===== config.mk =====
export PLATFORM = sky130hd
export DESIGN_NAME = piso_stream
export DESIGN_NICKNAME = d
export VERILOG_FILES = /design/src/rtl/piso_stream.sv
export SDC_FILE = /design/constraint.sdc
export NUM_CORES = 1
export LEC_CHECK = 0
export BUFFER_PORTS_ARGS = -buffer_cell sky130_fd_sc_hd__clkbuf_2
export CAP_MARGIN = 10
export CORE_MARGIN = 1.5
export CORE_UTILIZATION = 30
export CTS_BUF_LIST = sky130_fd_sc_hd__clkbuf_16
export DETAILED_ROUTE_END_ITERATION = 8
export HOLD_SLACK_MARGIN = 0.08
export SLEW_MARGIN = 20
export SYNTH_ARGS = -nofsm -noshare
export SYNTH_HDL_FRONTEND = slang
export SYNTH_SLANG_ARGS = --single-unit

===== constraint.sdc =====
create_clock -name clk -period 2 [get_ports clk]
set_input_delay 0.2 -clock clk [delete_from_list [all_inputs] [get_ports clk]]
set_output_delay 0.2 -clock clk [all_outputs]
set_load 0.02 [all_outputs]

===== src/rtl/piso_stream.sv =====
// Parallel-in/serial-out streamer: valid/ready word intake into a one-word holding buffer,
// serialised MSB- or LSB-first at DIV clocks per bit, gapless when the buffer is refilled in time.
module piso_stream #(
   parameter int unsigned WIDTH      = 8,
   parameter int unsigned MSB_FIRST  = 1,
   parameter int unsigned DIV        = 1,
   parameter logic        IDLE_LEVEL = 1'b0
) (
   input  logic             clk,
   input  logic             rst,
   input  logic [WIDTH-1:0] din,
   input  logic             din_valid,
   output logic             din_ready,
   input  logic             abort,
   output logic             dout,
   output logic             busy,
   output logic             done
);

   localparam int unsigned DivW = (DIV > 1) ? $clog2(DIV) : 1;
   localparam int unsigned BitW = $clog2(WIDTH);
   localparam logic [DivW-1:0] DivMax = DivW'(DIV - 1);
   localparam logic [BitW-1:0] BitMax = BitW'(WIDTH - 1);

   typedef enum logic [0:0] {StIdle, StShift} state_e;

   state_e            r_state;
   logic [WIDTH-1:0]  r_hold;
   logic              r_hold_valid;
   logic [WIDTH-1:0]  r_shreg;
   logic [DivW-1:0]   r_div_cnt;
   logic [BitW-1:0]   r_bit_cnt;
   logic              r_done;

   logic [WIDTH-1:0]  w_shift_next;
   logic              w_out_bit;

   // Shift toward the output end; the vacated bit is always 0.
   assign w_shift_next = (MSB_FIRST != 0) ? {r_shreg[WIDTH-2:0], 1'b0}
                                          : {1'b0, r_shreg[WIDTH-1:1]};
   assign w_out_bit    = (MSB_FIRST != 0) ? r_shreg[WIDTH-1] : r_shreg[0];

   assign din_ready = ~r_hold_valid;
   assign busy      = (r_state == StShift) | r_hold_valid;
   assign dout      = (r_state == StShift) ? w_out_bit : IDLE_LEVEL;
   assign done      = r_done;

   always_ff @(posedge clk or negedge rst) begin
      if (!rst) begin
         r_state      <= StIdle;
         r_hold       <= '0;
         r_hold_valid <= 1'b0;
         r_shreg      <= '0;
         r_div_cnt    <= '0;
         r_bit_cnt    <= '0;
         r_done       <= 1'b0;
      end else if (abort) begin
         r_state      <= StIdle;
         r_hold_valid <= 1'b0;
         r_div_cnt    <= '0;
         r_bit_cnt    <= '0;
         r_done       <= 1'b0;
      end else begin
         r_done <= 1'b0;
         // Accept and hold->shreg transfer are mutually exclusive via r_hold_valid.
         if (din_valid && !r_hold_valid) begin
            r_hold       <= din;
            r_hold_valid <= 1'b1;
         end
         unique case (r_state)
            StIdle: begin
               if (r_hold_valid) begin
                  r_shreg      <= r_hold;
                  r_hold_valid <= 1'b0;
                  r_div_cnt    <= '0;
                  r_bit_cnt    <= '0;
                  r_state      <= StShift;
               end
            end
            StShift: begin
               if (r_div_cnt == DivMax) begin
                  r_div_cnt <= '0;
                  if (r_bit_cnt == BitMax) begin
                     r_done    <= 1'b1;
                     r_bit_cnt <= '0;
                     if (r_hold_valid) begin
                        r_shreg      <= r_hold;
                        r_hold_valid <= 1'b0;
                     end else begin
                        r_state <= StIdle;
                     end
                  end else begin
                     r_shreg   <= w_shift_next;
                     r_bit_cnt <= r_bit_cnt + 1'b1;
                  end
               end else begin
                  r_div_cnt <= r_div_cnt + 1'b1;
               end
            end
            default: r_state <= StIdle;
         endcase
      end
   end

endmodule


==> results of run 1 <==
-- routing by layer --
metal	up-vias	share of wire	track usage
met5	-	0	0
li1	326	-	-
met2	15	0.46	0.1789
met4	0	0.018	0.05471
met3	4	0.042	0.03571
met1	326	0.48	0.1629
-- cell usage after synthesis, types with 2 or more instances --
cell type | n | area share
ha_1 | 3 | 0.037
a31oi_1 | 7 | 0.043
and3b_2 | 7 | 0.068
dfrtp_1 | 22 | 0.54
mux2_2 | 8 | 0.088
a22oi_1 | 2 | 0.015
nor2_1 | 6 | 0.022
mux2i_1 | 2 | 0.020
inv_1 | 3 | 0.011
o2bb2ai_1 | 8 | 0.068
buf_6 | 2 | 0.022
-- worst max-delay path, delay by kind of cell, from the launching register on --
kind / cells / cell delay [ns]
AOI/OAI and AO/OA: 2 / 0.29
and+or+nand+nor: 1 / 0.19
adders and majority gates: 2 / 0.48
DFF: 1 / 0.39
buffers and inverters: 1 / 0.18
-- layout make-up --
class	instances	area, um2
Clock inverter	1	3.754
Tap cell	46	57.56
Multi-Input combinational cell	50	425.4
Timing Repair Buffer	18	100.1
Sequential cell	22	550.5
Fill cell	341	2087
Clock buffer	3	75.07
Inverter	3	11.26
-- worst paths after layout --
| kind | to | cells after the start | start |
|---|---|---|---|
| setup / recovery | r_shreg[4] | 6 | r_bit_cnt[0] |
| hold / removal | r_hold[4] | 2 | din[4] |
| setup reg to reg | r_shreg[4] | 6 | r_bit_cnt[0] |
| hold reg to reg | r_shreg[1] | 1 | r_shreg[1] |
| max in group asynchronous | r_hold[1] | 2 | rst |
| min in group asynchronous | done | 2 | rst |
-- sequential cells by signal, indices dropped and copies added (netlist names) --
register / cells
done: 1
r_hold: 8
r_bit_cnt: 3
r_shreg: 8
r_state: 1
r_hold_valid: 1
-- cell families after synthesis --
kind of cell             after synthesis
multiplexers                          10
adder cells (fa/ha/maj)                3
flip-flops                            22
buffers and inverters                  8
AND/OR/NAND/NOR                       19
AO/OA/AOI/OAI                         18
-- metrics by stage --
stage / hold WS [ns] / area, um2 / util / power (mW) / instances
floorplan: -0.09559 / 1026 / - / 0.6973 / 80
global placement: 0.2039 / 1135 / 0.3428 / 0.7454 / 138
detailed placement: 0.2119 / 1135 / 0.3428 / 0.7560 / 138
CTS: 0.1733 / 1224 / 0.3696 / 1.181 / 143
global route: 0.1844 / 1224 / 0.3696 / 1.226 / 143
finish: 0.1712 / 1224 / 0.3696 / 1.169 / 143
-- layout by cell type, fill, tap and decap left out, types with 3 or more instances in the layout --
cell,n
ha_1,3
and3b_2,7
clkbuf_2,15
mux2_2,8
inv_1,3
a31oi_1,7
nor2_1,6
dfrtp_1,22
clkbuf_16,3
o2bb2ai_1,8
-- report_power, final --
group	leakage [nW]	switching, mW	internal (mW)
Combinational	0.257	0.0719	0.0938
Clock	0.0385	0.152	0.267
Sequential	0.278	0.0579	0.527
Total	0.574	0.282	0.887
-- timing repair --
| action | 4_1_cts | 5_1_grt |
|---|---|---|
| endpoints found under the hold margin | 22 | 0 |
| hold buffers | 1 | 0 |
| setup endpoints to repair | 0 | 0 |
==> results.ini, run 1 <==
[status]
status=complete, no violations

[floorplan]
die_h_um=61.48
io_pins=16
die_x_um=61.48
core-area_mm2=0.003311
initial_core_util=0.3099
placementRows=21
fp.dieArea_mm2=0.003780

[logic_synthesis]
ys.flop_type=dfrtp_1
synth_cell_types=21
syn_inst=80
synth_simple_gate_area_frac=0.1378
ys_seq_area_frac=0.5366
synth_xor_area_frac=0
async_flop_share=1.000
muxShareOfSynthArea=0.1073
avgSynthCellArea_um2=12.82
syn_area_mm2=0.001026
synth-edff-count=0
yosysWarnings=0
syn_nets=95
ys_seq_elements=22
synthAdderAreaFrac=0.03659
synth_top_family_by_area=simple AND/OR/NAND/NOR gates
synth_compound_area_frac=0.1329

[detailed_routing]
firstDrtPassIters=4
avgViaCountPerCell=4.692
drt_iter0_markers=8
routed_wirelength_mm=1.967
drc=0
via_count=671
wl_per_cell_um=13.76
ant_nets=0

[placed_design]
io_buffers=15
hpwl_mm=1.421
detailedPlace.worstSlack_ns=0.3562
place_congestion=0.7354

[global_routing]
grt_max_degree=23
grt_antenna_before_repair=0
grt_pass1_vias=683
grt_pass1_wl_mm=3.249
grt_overflow=0
track_usage=0.1208

[critical_path]
crit_top_cell=ha_1
crit_path_end_kind=flip-flop
critPathMaxStageDelay_ns=0.39
worstPathCellList=ha_1 -> ha_1 -> nand2b_1 -> buf_4 -> a31oi_1 -> o2bb2ai_1
ff2ff_setup_slack_ns=0.34
cp-start-kind=flip-flop
critical_path.max_fanout=9
crit_arrival_ns=1.80
crit_slowest_cell=dfrtp_1
crit_type=reg -> reg
crit_required_ns=2.14

[power]
power_density_mw_per_mm2=955.2
leakage_nw=0.5738
peakVddDrop_v=0.0004700

[timing]
drv_slew=0
tightest_slew_ns=0.5481
rsz0062_at_grt=false
finalWorstSetupSlack_ns=0.3437
min_period_ns=1.656
clock_skew_ns=0.004585
max_freq_mhz=603.7
hold_viol_final=0
finalSetupTns_ns=0
min_period_over_period=0.8282
setup_viol=0
maxSlewHeadroom=0.6346

[finish]
syn_to_final_growth_pct=19.27
drive_gt1_frac=0.3711
nNetsFinal=113
n_antenna_cell=0

[clock_tree]
worstSkewPairLatency_ns=0.26
clkSlewWorstSetupHoldPaths_ns=0.06
htree_levels=1
cts_resized=0
numCtsBuffers=3
tritoncts=built
clk_path_buf_depth=2
postCtsSetupRepairBufs=0
clockRootBuffer=clkbuf_16
cts.sinks=22

[run]
max_cap_violations=0

[min_path]
hp-class=in -> reg

No activity file was read; power rests on OpenSTA's default activity.
==> run 2, diff against run 1 <==
ABC_AREA = 1   (was default)
clock period = 1.4 ns   (was 2 ns; I/O delays follow)
==> run 2 against run 1 <==
Against the previous run: synthesized cell count grew 74%; die area increased by 9.7%; critical path depth is 2 higher; critical path type unchanged; register-to-register slack lost 0.26 ns; setup slack got worse by 0.26 ns; critical endpoint is now r_shreg[5]; fmax grew 26%; design area is 16% higher; global-route usage up 0.14 points.
==> results.ini, run 2 <==
[critical_path]
crit_required_ns=1.60  ; -0.54 ns
cp-start-kind=flip-flop
worstPathCellList=ha_2 -> ha_2 -> inv_2 -> buf_6 -> nand3_1 -> nand3_1 -> nand2_1 -> inv_1
crit_type=reg -> reg
r2r_cells=8  ; +2
critical_path.max_fanout=6  ; -3
ff2ff_setup_slack_ns=0.08  ; -0.26 ns
crit_slowest_cell=dfrtp_1
critPathMaxStageDelay_ns=0.38  ; about the same
crit_arrival_ns=1.52  ; -0.28 ns
reg2reg_from=r_bit_cnt[1]
r2r_end=r_shreg[5]
crit_path_end_kind=flip-flop

[placed_design]
place_area_mm2=0.001280  ; +13%
place_congestion=0.7245  ; -1.5%
hpwl_mm=1.573  ; +11%
detailedPlace.worstSlack_ns=-0.09383  ; -0.4500 ns
io_buffers=15  ; unchanged
placed_cells=204  ; +48%

[floorplan]
io_pins=16  ; unchanged
initial_core_util=0.3113  ; +0.001393
core-area_mm2=0.003633  ; +9.8%
placementRows=22  ; +4.8%
die_h_um=64.40  ; +4.7%
fp.dieArea_mm2=0.004147  ; +9.7%
die_x_um=64.40  ; +4.7%

[global_routing]
grt_antenna_before_repair=0  ; unchanged
track_usage=0.1223  ; +0.001442
grt_pass1_vias=888  ; +30%
grt_max_degree=23  ; unchanged
grt_overflow=0  ; unchanged
grt_pass1_wl_mm=3.898  ; +20%

[logic_synthesis]
synth_cell_types=17  ; -19%
synth_simple_gate_area_frac=0.2965  ; +0.1587
syn_inst=139  ; +74%
async_flop_share=1.000  ; unchanged
syn_nets=154  ; +62%
synth_compound_area_frac=0.06969  ; -0.06324
synth_common_cells=33 x nand2_1, 26 x nand3_1, 24 x inv_1, 22 x dfrtp_1, 11 x nor2_1
yosys-top-cells-area=dfrtp_1 49%, nand3_1 12%, nand2_1 11%
synth_top_family_by_area=simple AND/OR/NAND/NOR gates
synth_xor_area_frac=0  ; unchanged
muxShareOfSynthArea=0  ; -0.1073
synth-edff-count=0  ; unchanged
yosysWarnings=0  ; unchanged
yosysMostFrequentCell=nand2_1
syn_area_mm2=0.001131  ; +10%
ys_seq_elements=22  ; unchanged
synthAdderAreaFrac=0.03319  ; -0.003400
synth_top_area_frac=0.4867  ; -0.04986
ys_seq_area_frac=0.4867  ; -0.04986
ys.flop_type=dfrtp_1
synth_top_cell_by_area=dfrtp_1
avgSynthCellArea_um2=8.137  ; -37%

[power]
clkPwrFrac=0.326  ; -0.032
peakVddDrop_v=0.0007368  ; +57%
total_power_mw=1.861  ; +59%
combPwrFrac=0.227  ; +0.085
power_density_mw_per_mm2=1307  ; +37%
p_int_mw=1.337  ; +51%
leakage_nw=0.8033  ; +40%
pwr-share-seq=0.447  ; -0.053
switching_share=0.2816  ; +0.04065
p_sw_mw=0.5241  ; +86%

[timing]
min_period_over_period=0.9416  ; +0.1135
tightest_slew_ns=0.5426  ; -0.005524 ns
rsz0062_at_grt=false
clock_skew_ns=0.003271  ; -0.001314 ns
finalWorstSetupSlack_ns=0.08170  ; -0.2620 ns
max_freq_mhz=758.6  ; +26%
drv_slew=0  ; unchanged
maxSlewHeadroom=0.6383  ; +0.003682
setup_viol=0  ; unchanged
min_period_ns=1.318  ; -0.3380 ns
hold_viol_final=0  ; unchanged

[run]
max_cap_violations=0  ; unchanged

[clock_tree]
worstSkewPairLatency_ns=0.26  ; about the same
numCtsBuffers=3  ; unchanged
clk_path_buf_depth=2  ; unchanged
clkSlewWorstSetupHoldPaths_ns=0.06  ; about the same
htree_levels=1  ; unchanged
cts.sinks=22  ; unchanged
tritoncts=built
clockRootBuffer=clkbuf_16

[finish]
syn_to_final_growth_pct=25.89
layout_top_registers=r_hold: 8 flops, r_shreg: 8 flops, r_bit_cnt: 3 flops
final_common_cell=nand2_1
n_antenna_cell=0  ; unchanged
nNetsFinal=180  ; +59%
design_area_mm2=0.001424  ; +16%
fin_util=0.3919  ; +0.02226
instances_no_fill=212  ; +48%
final_cell_mix=31 x nand2_1, 25 x nand3_1, 24 x inv_1
drive_gt1_frac=0.2805  ; -0.09065

[min_path]
hp-class=in -> reg
worstHoldPathCells=3  ; +1
hold_end=r_hold[0]
min_from=din[0]

[detailed_routing]
avgViaCountPerCell=4.311  ; -8.1%
drt_iter0_markers=15  ; +7
drc=0  ; unchanged
ant_nets=0  ; unchanged
firstDrtPassIters=4  ; unchanged
wl_per_cell_um=10.40  ; -24%
via_count=914  ; +36%
routed_wirelength_mm=2.204  ; +12%

[status]
status=complete, no violations

run 2: changes by cell type after synthesis, moves of 8 or more:
cell | previous run | this run
nand3_1 | 0 | 26
nand2_1 | 1 | 33
o2bb2ai_1 | 8 | 0
inv_1 | 3 | 24
mux2_2 | 8 | 0
run 2: layer usage:
metal | vias to the layer above | wire length, um | global-route usage
met2 | 18 | 1039 | 0.1927
li1 | 480 | - | -
met3 | 5 | 79 | 0.02641
met5 | - | 0 | 0
met4 | 0 | 59 | 0.07181
met1 | 411 | 1025 | 0.1533
run 2: cell families (layout without fill, tap and decap cells):
kind of cell / after synthesis / count (layout)
compound gates: 10 / 10
fa+ha+maj: 3 / 3
flops: 22 / 22
buf+inv: 30 / 55
simple gates: 74 / 74
run 2: power groups by stage:
stage	clock [mW]	combinational, mW	sequential, mW
3_5_place_dp	0	0.387	0.837
3_3_place_gp	0	0.384	0.832
6_report	0.606	0.423	0.832
4_1_cts	0.627	0.393	0.827
2_1_floorplan	0	0.282	0.821
5_1_grt	0.646	0.496	0.847
run 2: layout make-up:
type                            count  area (um2)
Fill cell                         393        2210
Timing Repair Buffer               25       156.4
Sequential cell                    22       551.8
Clock buffer                        3       75.07
Tap cell                           48       60.06
Clock inverter                      1       3.754
Multi-Input combinational cell     87       479.2
Inverter                           26       97.59
run 2: metrics by stage:
step                hold slack, ns  setup TNS [ns]
floorplan                  -0.1556               0
global placement            0.1551         -0.3035
detailed placement          0.1593         -0.4298
CTS                         0.1054               0
global route                0.1313               0
finish                      0.1091               0
run 2: what timing repair did:
action / in CTS / in global routing
endpoints found under the setup margin: 8 / 9
pin swaps: 0 / 1
endpoints found under the hold margin: 22 / 0
setup buffers: 0 / 3
gates resized for setup: 2 / 7
hold buffers: 1 / 0
run 2: how the worst max path moves through the flow:
stage                       startpoint  slack [ns]          to  cells past startpoint
final                     r_bit_cnt[1]        0.08  r_shreg[5]                      8
after global routing      r_bit_cnt[0]       0.002  r_shreg[4]                      8
after CTS                 r_bit_cnt[0]       0.009  r_shreg[0]                      6
after detailed placement  r_bit_cnt[0]       -0.09  r_shreg[0]                      6
after global placement    r_bit_cnt[0]       -0.07  r_shreg[0]                      6
after floorplan           r_bit_cnt[0]        0.04  r_shreg[0]                      6
run 2: worst max-delay path: cells and delay by family, from the launching register on:
family,cells,cell delay (ns)
adder cells (fa/ha/maj),2,0.37
buffers and inverters,3,0.31
flip-flops,1,0.38
AND/OR/NAND/NOR,3,0.20
==> run 3, diff against run 2 <==
CORE_UTILIZATION = 50   (was 30)
PLACE_DENSITY = 0.74   (was default)
SLEW_MARGIN = default   (was 20)
clock period = 1.2 ns   (was 1.4 ns; I/O delays follow)
==> run 3 against run 2 <==
Against the previous run: the flow now finishes with violations (negative setup slack); sequential share of layout area down 1.5 points; clock power rose by 15%; non-clock buffer count fell by 1; critical path depth unchanged; final cell count down 9.4%; combinational power is 25% higher; first-iteration DRC count decreased by 33%; critical endpoint is now r_shreg[4]; largest power group unchanged.
==> results.ini, run 3 (synthesis results as in run 2) <==
[finish]
nFillCells=194  ; -51%
layout_top_registers=r_hold: 8 flops, r_shreg: 8 flops, r_bit_cnt: 3 flops
multi_input_area_um2=536.8  ; +12%
drive_gt1_frac=0.3232  ; +0.04268
n_antenna_cell=0  ; unchanged
ff_latch_area_um2=550.5  ; -0.23%
nNetsFinal=180  ; unchanged
final_common_cell=nand2_1
syn_to_final_growth_pct=30.53
final_cell_mix=29 x nand2_1, 24 x inv_1, 22 x nand3_1, 22 x dfrtp_1, 13 x clkbuf_2

[clock_tree]
clkSlewWorstSetupHoldPaths_ns=0.06  ; about the same
htree_levels=1  ; unchanged
worstSkewPairLatency_ns=0.25  ; about the same
numCtsBuffers=3  ; unchanged
clockRootBuffer=clkbuf_16
clk_path_buf_depth=2  ; unchanged
tritoncts=built
cts.sinks=22  ; unchanged

[floorplan]
die_x_um=50.56  ; -21%
die_h_um=50.56  ; -21%
core-area_mm2=0.002170  ; -40%
initial_core_util=0.5213  ; +0.2100
io_pins=16  ; unchanged
fp.dieArea_mm2=0.002556  ; -38%
placementRows=17  ; -23%

[timing]
finalSetupTns_ns=-0.4201  ; -0.4201 ns
rsz0062_at_grt=true
maxSlewHeadroom=0.6427  ; +0.004384
finalWorstSetupSlack_ns=-0.06270  ; -0.1444 ns
min_period_over_period=1.052  ; +0.1106
drv_slew=0  ; unchanged
holdWs_ns=0.09526  ; -0.01385 ns
min_period_ns=1.263  ; -0.05560 ns
tightest_slew_ns=0.5360  ; -0.006575 ns
hold_viol_final=0  ; unchanged
clock_skew_ns=0.002185  ; -0.001086 ns
setup_viol=8  ; +8
max_freq_mhz=792.0  ; +4.4%

[placed_design]
detailedPlace.worstSlack_ns=-0.1136  ; -0.01973 ns
place_congestion=0.7814  ; +7.9%
hpwl_mm=1.567  ; -0.34%
io_buffers=15  ; unchanged

[critical_path]
worstPathCellList=ha_4 -> ha_4 -> inv_8 -> nand2_8 -> nand2_2 -> nand3_2 -> nand2_2 -> inv_1
cp-start-kind=flip-flop
crit_type=reg -> reg
critPathMaxStageDelay_ns=0.41  ; +0.03 ns
crit_arrival_ns=1.41  ; -0.11 ns
critical_path.max_fanout=7  ; +1
crit_path_end_kind=flip-flop
crit_slowest_cell=dfrtp_1
crit_required_ns=1.35  ; -0.25 ns

[detailed_routing]
firstDrtPassIters=4  ; unchanged
top_layer=met4
via_count=961  ; +5.1%
avgViaCountPerCell=5.005  ; +16%
wl_per_cell_um=11.44  ; +10%
ant_nets=0  ; unchanged
wl_met1_um=978  ; -4.6%
drc=0  ; unchanged
met3_length_um=54  ; -32%
routed_wirelength_mm=2.196  ; -0.36%
dr_wl_met2_mm=1.110  ; +6.8%
drt_iter0_markers=10  ; -5

[status]
violations=negative setup slack
status=finished, violations left

[power]
p_int_mw=1.574  ; +18%
pwr-share-seq=0.444  ; -0.003
combPwrFrac=0.240  ; +0.013
switching_share=0.2855  ; +0.003888
power_density_mw_per_mm2=1492  ; +14%
clkPwrFrac=0.316  ; -0.010
leakage_nw=0.8144  ; +1.4%
peakVddDrop_v=0.001012  ; +37%
p_sw_mw=0.6288  ; +20%

[global_routing]
grt_pass1_vias=927  ; +4.4%
track_usage=0.2102  ; +0.08790
grt_max_degree=23  ; unchanged
grt_overflow=0  ; unchanged
grt_antenna_before_repair=0  ; unchanged
grt_pass1_wl_mm=4.002  ; +2.7%

[min_path]
hp-class=in -> reg

[run]
max_cap_violations=0  ; unchanged

-- run 3: final timing paths --
| path | endpoint | cells past startpoint | from | slack [ns] |
|---|---|---|---|---|
| max in group asynchronous | r_shreg[1] | 2 | rst | 0.47 |
| hold / removal | r_hold[0] | 3 | din[0] | 0.1 |
| setup reg to reg | r_shreg[4] | 8 | r_bit_cnt[1] | -0.06 |
| hold reg to reg | r_hold[4] | 2 | r_hold[4] | 0.51 |
| setup / recovery | r_shreg[4] | 8 | r_bit_cnt[1] | -0.06 |
| min in group asynchronous | r_bit_cnt[1] | 2 | rst | 0.37 |
-- run 3: timing repair --
| item | CTS | global route |
|---|---|---|
| setup buffers | 1 | 5 |
| endpoints found under the setup margin | 11 | 15 |
| endpoints found under the hold margin | 22 | 0 |
| resized for setup | 13 | 6 |
| cloned | 1 | 0 |
| hold buffers | 1 | 0 |
| pin swaps | 3 | 2 |
-- run 3: per-stage QoR --
| stage | power [mW] | util | instances | instance area, um2 |
|---|---|---|---|---|
| after floorplan | 1.298 | - | 139 | 1169 |
| after global placement | 1.398 | 0.5819 | 180 | 1262 |
| after detailed placement | 1.418 | 0.5819 | 180 | 1262 |
| after CTS | 2.186 | 0.6540 | 187 | 1419 |
| after global routing | 2.350 | 0.6805 | 192 | 1476 |
| final | 2.202 | 0.6805 | 192 | 1476 |
-- run 3: area by class of cell --
class,instances,share of cell area
inverter,26,0.07119
timing repair buffer,24,0.1110
tap,28,0.02373
clock buffer,3,0.05085
clock inverter,1,0.002542
timing repair inverter,1,0.004237
multi-input combinational,87,0.3636
sequential,22,0.3729
-- run 3: worst max-delay path: cells and delay by family (launching register included) --
kind / cells / cell delay [ns]
buf+inv: 2 / 0.11
fa+ha+maj: 2 / 0.36
flops: 1 / 0.41
simple gates: 4 / 0.26
-- run 3: power groups by stage --
stage          clock network, mW  logic (mW)  registers (mW)
2_1_floorplan                  0       0.336           0.962
3_3_place_gp                   0       0.425           0.973
3_5_place_dp                   0       0.440           0.978
4_1_cts                    0.712       0.499           0.975
5_1_grt                    0.748       0.608           0.994
6_report                   0.696       0.529           0.977
-- run 3: routing by layer --
layer	global-route usage	vias to the layer above
met5	0	-
met2	0.3618	21
met3	0.02679	5
met1	0.2563	453
met4	0.1081	0
li1	-	482
